`config.mk`:
```
export PLATFORM = sky130hd
export DESIGN_NAME = uart_tx_fsm
export DESIGN_NICKNAME = d
export VERILOG_FILES = /design/src/rtl/uart_tx_fsm.sv
export SDC_FILE = /design/constraint.sdc
export NUM_CORES = 1
export LEC_CHECK = 0
export CORE_MARGIN = 4
export CORE_UTILIZATION = 49
export CTS_BUF_LIST = sky130_fd_sc_hd__clkbuf_16
export DETAILED_ROUTE_END_ITERATION = 10
export PLACE_DENSITY = 0.75
export SYNTH_ARGS = -nofsm -noshare
export SYNTH_HDL_FRONTEND = slang
export SYNTH_SLANG_ARGS = --single-unit
```
`constraint.sdc`:
```
create_clock -name CLK -period 2.8 [get_ports CLK]
set_input_delay 0.56 -clock CLK [delete_from_list [all_inputs] [get_ports CLK]]
set_output_delay 0.56 -clock CLK [all_outputs]
set_load 0.02 [all_outputs]
```
`src/rtl/uart_tx_fsm.sv`:
```
// UART transmitter: start bit, LSB-first data, optional parity, one stop bit.
// Every bit is held for Prescale clock cycles; TX_OUT, busy and tx_done are all flop outputs.
module uart_tx_fsm #(
   parameter int DATA_WIDTH     = 8,
   parameter int PRESCALE_WIDTH = 6
) (
   input  logic                      CLK,
   input  logic                      RST,
   input  logic [DATA_WIDTH-1:0]     P_DATA,
   input  logic                      Data_Valid,
   input  logic                      PAR_EN,
   input  logic                      PAR_TYP,
   input  logic [PRESCALE_WIDTH-1:0] Prescale,
   output logic                      TX_OUT,
   output logic                      busy,
   output logic                      tx_done
);

   localparam int BIT_CNT_RAW = $clog2(DATA_WIDTH + 1);
   localparam int BIT_CNT_W   = (BIT_CNT_RAW > 4) ? BIT_CNT_RAW : 4;
   localparam int IDX_RAW     = $clog2(DATA_WIDTH);
   localparam int IDX_W       = (IDX_RAW > 1) ? IDX_RAW : 1;

   localparam logic [PRESCALE_WIDTH-1:0] PS_ONE   = PRESCALE_WIDTH'(1);
   localparam logic [BIT_CNT_W-1:0]      BIT_ONE  = BIT_CNT_W'(1);
   localparam logic [BIT_CNT_W-1:0]      LAST_BIT = BIT_CNT_W'(DATA_WIDTH - 1);

   typedef enum logic [2:0] {
      IDLE   = 3'd0,
      START  = 3'd1,
      DATA   = 3'd2,
      PARITY = 3'd3,
      STOP   = 3'd4
   } state_t;

   function automatic logic parity_bit(input logic [DATA_WIDTH-1:0] data, input logic odd);
      return odd ? ~^data : ^data;
   endfunction

   state_t                    state_q, state_d;
   logic [PRESCALE_WIDTH-1:0] edge_cnt_q, edge_cnt_d;
   logic [BIT_CNT_W-1:0]      bit_cnt_q, bit_cnt_d;
   logic [DATA_WIDTH-1:0]     data_q, data_d;
   logic                      par_en_q, par_en_d;
   logic                      par_bit_q, par_bit_d;
   logic [PRESCALE_WIDTH-1:0] ps_q, ps_d;
   logic                      tx_out_q, tx_out_d;
   logic                      busy_q, busy_d;
   logic                      tx_done_q, tx_done_d;
   logic                      bit_end_s;
   logic [IDX_W-1:0]          bit_idx_s;

   // Next-state, shadow-register and registered-output logic.
   always_comb begin
      state_d    = state_q;
      edge_cnt_d = edge_cnt_q;
      bit_cnt_d  = bit_cnt_q;
      data_d     = data_q;
      par_en_d   = par_en_q;
      par_bit_d  = par_bit_q;
      ps_d       = ps_q;
      tx_done_d  = 1'b0;
      tx_out_d   = 1'b1;
      bit_end_s  = (edge_cnt_q == (ps_q - PS_ONE));

      if (state_q == IDLE) begin
         edge_cnt_d = '0;
      end else if (bit_end_s) begin
         edge_cnt_d = '0;
      end else begin
         edge_cnt_d = edge_cnt_q + PS_ONE;
      end

      case (state_q)
         IDLE: begin
            if (Data_Valid) begin
               data_d    = P_DATA;
               par_en_d  = PAR_EN;
               par_bit_d = parity_bit(P_DATA, PAR_TYP);
               ps_d      = (Prescale == '0) ? PS_ONE : Prescale;
               bit_cnt_d = '0;
               state_d   = START;
            end else begin
               state_d = IDLE;
            end
         end
         START: begin
            if (bit_end_s) begin
               bit_cnt_d = '0;
               state_d   = DATA;
            end else begin
               state_d = START;
            end
         end
         DATA: begin
            if (bit_end_s && (bit_cnt_q == LAST_BIT)) begin
               bit_cnt_d = '0;
               state_d   = par_en_q ? PARITY : STOP;
            end else if (bit_end_s) begin
               bit_cnt_d = bit_cnt_q + BIT_ONE;
            end else begin
               state_d = DATA;
            end
         end
         PARITY: begin
            if (bit_end_s) begin
               state_d = STOP;
            end else begin
               state_d = PARITY;
            end
         end
         STOP: begin
            if (bit_end_s) begin
               state_d   = IDLE;
               tx_done_d = 1'b1;
            end else begin
               state_d = STOP;
            end
         end
         default: begin
            state_d = IDLE;
         end
      endcase

      // The line level is chosen from the upcoming state so TX_OUT changes exactly on the bit edge.
      bit_idx_s = bit_cnt_d[IDX_W-1:0];
      case (state_d)
         IDLE:    tx_out_d = 1'b1;
         START:   tx_out_d = 1'b0;
         DATA:    tx_out_d = data_q[bit_idx_s];
         PARITY:  tx_out_d = par_bit_q;
         STOP:    tx_out_d = 1'b1;
         default: tx_out_d = 1'b1;
      endcase
      busy_d = (state_d != IDLE);
   end

   // State, counters, shadow copies of the request and output flops.
   always_ff @(posedge CLK) begin
      if (RST) begin
         state_q    <= IDLE;
         edge_cnt_q <= '0;
         bit_cnt_q  <= '0;
         data_q     <= '0;
         par_en_q   <= 1'b0;
         par_bit_q  <= 1'b0;
         ps_q       <= PS_ONE;
         tx_out_q   <= 1'b1;
         busy_q     <= 1'b0;
         tx_done_q  <= 1'b0;
      end else begin
         state_q    <= state_d;
         edge_cnt_q <= edge_cnt_d;
         bit_cnt_q  <= bit_cnt_d;
         data_q     <= data_d;
         par_en_q   <= par_en_d;
         par_bit_q  <= par_bit_d;
         ps_q       <= ps_d;
         tx_out_q   <= tx_out_d;
         busy_q     <= busy_d;
         tx_done_q  <= tx_done_d;
      end
   end

   assign TX_OUT  = tx_out_q;
   assign busy    = busy_q;
   assign tx_done = tx_done_q;

endmodule

```
Word level (Yosys, flattened, before mapping) --
Index checks and enable logic that the tools add are counted.
Storage, ports and cells: bits in registers 32, bits of input ports 19, output and inout bits 3, word-level logic and storage cells 58
Operators by class: $add $sub $neg 3, $lt $le $gt $ge 1, eq/ne operators 12, mux-type cells 19, bitwise logic cells 1, reduce and logical (&&, ||, !) cells 11
Operators by type and width (number):
- 4-bit two-way mux | 4
- 3-bit two-way mux | 5
- 3-bit case mux with 5 select lines | 1
- 3-bit by 2-bit equality test with 1-bit output, second input constant | 4
- 4-bit case mux with 3 select lines | 1
- 8-bit XNOR reduction | 1
- 8-bit XOR reduction | 1
- 6-bit by 1-bit adder with 6-bit output, second input constant | 1
- 3-bit by 1-bit equality test with 1-bit output, second input constant | 2
- 6-bit equality test | 1
- 6-bit zero test | 1
- 6-bit two-way mux | 1
- 3-bit nonzero test | 2
- 6-bit by 1-bit subtractor with 6-bit output, second input constant | 1
- 4-bit by 1-bit adder with 4-bit output, second input constant | 1
- 4-bit by 3-bit equality test with 1-bit output, second input constant | 1
- 3-bit by 4-bit < comparator with 1-bit output, second input constant | 1
- 1-bit two-way mux | 4
- 2-bit inequality test, second input constant | 2
- 4-bit AND reduction | 1
- 1-bit binary-select mux with 3-bit select | 1
- 3-bit equality test, second input constant | 1
- 3-bit zero test | 1
- 3-bit inequality test, second input constant | 1
- other kinds (7) | 7

Depth between registers and ports, before layout --
depth after elaboration 8, mapped depth 14, depth with buffers taken out 13

Worst setup path after synthesis --
Ideal clock, no wire load.
path kind reg2reg, start reg ps_q[0], end reg tx_out_q (netlist: TX_OUT), library setup time 0.127 ns, arrival time 2.707 ns, data required time 2.673 ns, setup slack -0.034 ns, cell stages (with the launch flop) 15, buffers on the path 1, period minus slack after synthesis 2.834 ns, cell sequence dfxtp_1 > inv_1 > ha_1 > and2_1 > o21a_1 > o31ai_1 > buf_6 > nand2_1 > ha_1 > a22oi_1 > o21ai_0 > a21oi_1 > mux4_2 > nor3_2 > a211oi_2
On the way: cells in the longest elaborated chain, start to end 8, elaborated cells on any way between the ends 19, classes of those cells add/sub (1); eq/ne (4); mux (13); reduce/logical (1)
Ends and longest elaborated chain:
- from (decl) | line 46 | logic [PRESCALE_WIDTH-1:0] ps_q, ps_d;
- from (signal assigned) | line 158 | ps_q <= ps_d;
- 6-bit by 1-bit subtractor with 6-bit output (*) | line 64 | bit_end_s = (edge_cnt_q == (ps_q - PS_ONE));
- 6-bit equality test (*) | line 64
- 4-bit two-way mux or 1-bit logical AND (tied branches) | line 99, 96
- 4-bit two-way mux | line 96 | if (bit_end_s && (bit_cnt_q == LAST_BIT)) begin
- 4-bit case mux with 3 select lines | line 74 | case (state_q)
- 1-bit binary-select mux with 3-bit select | line 130 | DATA: tx_out_d = data_q[bit_idx_s];
- 1-bit two-way mux (not written as such) | line 130
- 1-bit case mux with 3 select lines (*) | line 127 | case (state_d)
- to (signal assigned) | line 159 | tx_out_q <= tx_out_d;
- to (decl) | line 47 | logic tx_out_q, tx_out_d;
Every way passes the cells marked *; elsewhere a longest branch is shown, timed or not. The select of a mux whose other input is x is not followed. A chain may end at the register's enable or synchronous reset.

Final worst setup path --
Ends and elaborated chain as after synthesis.

==> flow_summary.yaml <==
critical_path:
  worstSetupPathType: "reg -> reg"
  cpMostUsedCell: "a211oi_2"
  crit_path_cell_trace: "inv_1, ha_1, and2_1, a211oi_2, o31ai_2, buf_4, a311o_1, o21ai_4, mux4_2, nor3_2, a211oi_2"
  crit_fanout: 10
  max_stage_delay_ps: 520
  cp.required_ps: 2950
  rrSetupSlack_ps: 180
  slowest_stage: "mux4_2"
  endpoint_kind: "flop"
  cp.arrival_ps: 2770
  critPathLaunchType: "flop"
clocking:
  holdBufCountCts: 0
  cts_tree: "yes"
  clk_latency_ps: 270
  cts_made_buffers: 5
  clockBufferDepth: 2
  numClockSinks: 32
  clockRootBuffer: "clkbuf_16"
  path_clk_slew_ps: 50
  htreeDepth: 2
placed_design:
  dp_hpwl_mm: 2.62
  io_buffers: 21
  place_area_um2: 1990
  gp_congestion: 0.920
  placed_cells: 273
synth:
  yosysMostFrequentCell: "nand2_1"
  synthTopCellsByArea: "dfxtp_1 (37%), nand2_1 (8.1%), a21oi_1 (7.0%), xnor2_1 (5.6%), nor2_1 (5.0%)"
  synth.top_cell.area_share: 0.372
  yosys.area.top_type: "dfxtp_1"
  synth_cell_types: 42
  ys_seq_area_frac: 0.372
  synth_ff_type: "dfxtp_1"
  ys_ff_latch: 32
  async_flop_share: 0
  syn_nets: 231
  syn_inst: 208
  synth_area_um2: 1720
  syn_avg_cell_area_um2: 8.29
  synth-edff-count: 0
  synth_common_cells: "nand2_1 (37), dfxtp_1 (32), a21oi_1 (24)"
  ys.warnings.count: 0
floorplanning:
  coreArea_um2: 3360
  fp.dieH_um: 67.3
  initial_utilization: 0.513
  dieArea_um2: 4530
  io_pins: 22
  rows: 21
  die_width_um: 67.3
routing:
  met3_length_um: 189
  firstDrtPassIters: 4
  num_vias: 1498
  route.met2.wl_mm: 1.62
  vias_per_cell: 5.33
  drt_iter0_drc: 65
  drt-met1-wl_mm: 1.56
  top_layer: "met4"
  wl_mm: 3.42
  avgRoutedWirePerCell_um: 12.2
  drc: 0
  ant_nets: 0
pwr:
  finalPower_mw: 1.35
  leakagePower_nw: 0.829
  power.density_nw_per_um2: 631
  ir_worst_vdd_v: 0.000420
cells_and_area:
  seqCellArea_um2: 641
  syn2layout_area_growth_pct: 23.9
  fin_nets: 258
  num-fill-cells: 300
  final_area_um2: 2140
  num_antenna_cells: 0
  drive_gt1_frac: 0.145
  fin_cells: 281
  multi_input_area_um2: 1000
timing:
  tightest_slew_ps: 491
  slew_headroom: 0.672
  fin_crit_ps: 2620
  fin_setup_tns_ps: 0
  final.setup_skew_ps: 3.60
  setup_viol: 0
  slew_viol_final: 0
  grt_setup_unrepaired: "false"
  hold_viol_final: 0
  fmax_ghz: 0.381
  hold_ws_ps: 452
  fin_crit_sh: 0.936
status:
  outcome: "finished, final reports clean"
grt:
  antenna_found_initial: 0
  grt_pass1_wl_mm: 5.95
  grt_pass1_vias: 1359
  gr-usage-all-layers: 0.173
  grt_overflow: 0
  grt_start_max_net_pins: 16
run:
  maxCapViolCount: 0
hold_path:
  hold_path_class: "reg -> reg"
## report_power, final
group | switching (mW) | internal [mW] | total [mW]
combinational | 0.182 | 0.153 | 0.336
sequential | 0.0289 | 0.493 | 0.522
clock | 0.173 | 0.318 | 0.491
## stage by stage
stage                     setup WS (ps)   util
final                               179  0.635
after global routing               39.0  0.635
after CTS                           102  0.630
after detailed placement            143  0.590
after global placement              190  0.590
after floorplan                    21.8      -
## cells in the final DEF (no fill, tap or decap), drive strengths merged, types with 2 or more instances in the layout
master         instances
nand2                 38
dfxtp                 32
a21oi                 24
nor2                  23
clkdlybuf4s50         21
xnor2                 11
buf                    9
nor3                   9
xor2                   8
inv                    7
nand3                  7
clkbuf                 5
ha                     4
a211oi                 4
and3                   3
and2                   3
o21ai                  3
nor4                   3
or3                    2
mux2i                  2
o31ai                  2
## cell families after synthesis
logic type / synth area share
multiplexers: 0.0312
XOR/XNOR: 0.0965
AND/OR/NAND/NOR: 0.253
adder cells (fa/ha/maj): 0.0290
flip-flops: 0.372
AO/OA/AOI/OAI: 0.165
buffers and inverters: 0.0544
## final timing paths
path / from / depth (start not counted) / to
setup / recovery: ps_q[0] / 11 / TX_OUT
hold / removal: par_bit_q / 2 / par_bit_q
setup reg to reg: ps_q[0] / 11 / TX_OUT
hold reg to reg: par_bit_q / 2 / par_bit_q
## per-layer routing
layer / track usage / vias up
met1: 0.213 / 680
met2: 0.283 / 41
met5: 0 / -
met4: 0.0684 / 0
met3: 0.0499 / 6
li1: - / 771
## sequential cells by signal, indices dropped and copies added, names as in the netlist
register and flops:
TX_OUT 1, bit_cnt_q 4, par_en_q 1, data_q 8, busy 1, state_q 3, edge_cnt_q 6, tx_done 1
par_bit_q 1, ps_q 6
## worst max-delay path, delay by kind of cell (launching register included)
family	cells	cell delay, ps
multiplexers	1	520
buffers and inverters	2	220
AO/OA/AOI/OAI	5	920
adder cells (fa/ha/maj)	1	190
flip-flops	1	320
AND/OR/NAND/NOR	2	330
## area by class of cell
cell class / instances / share of cell area
inverters: 6 / 0.0105
flip-flops and latches: 32 / 0.300
clock buffers: 5 / 0.0586
repair buffers: 30 / 0.130
clock inverters: 2 / 0.00410
multi-input cells: 160 / 0.470
well taps: 46 / 0.0269
## what timing repair did
item                                    4_1_cts  5_1_grt
resized for setup                             0        2
endpoints found under the setup margin        0        1
buffers inserted                              0        1
Power figures use the tool's default switching activity.
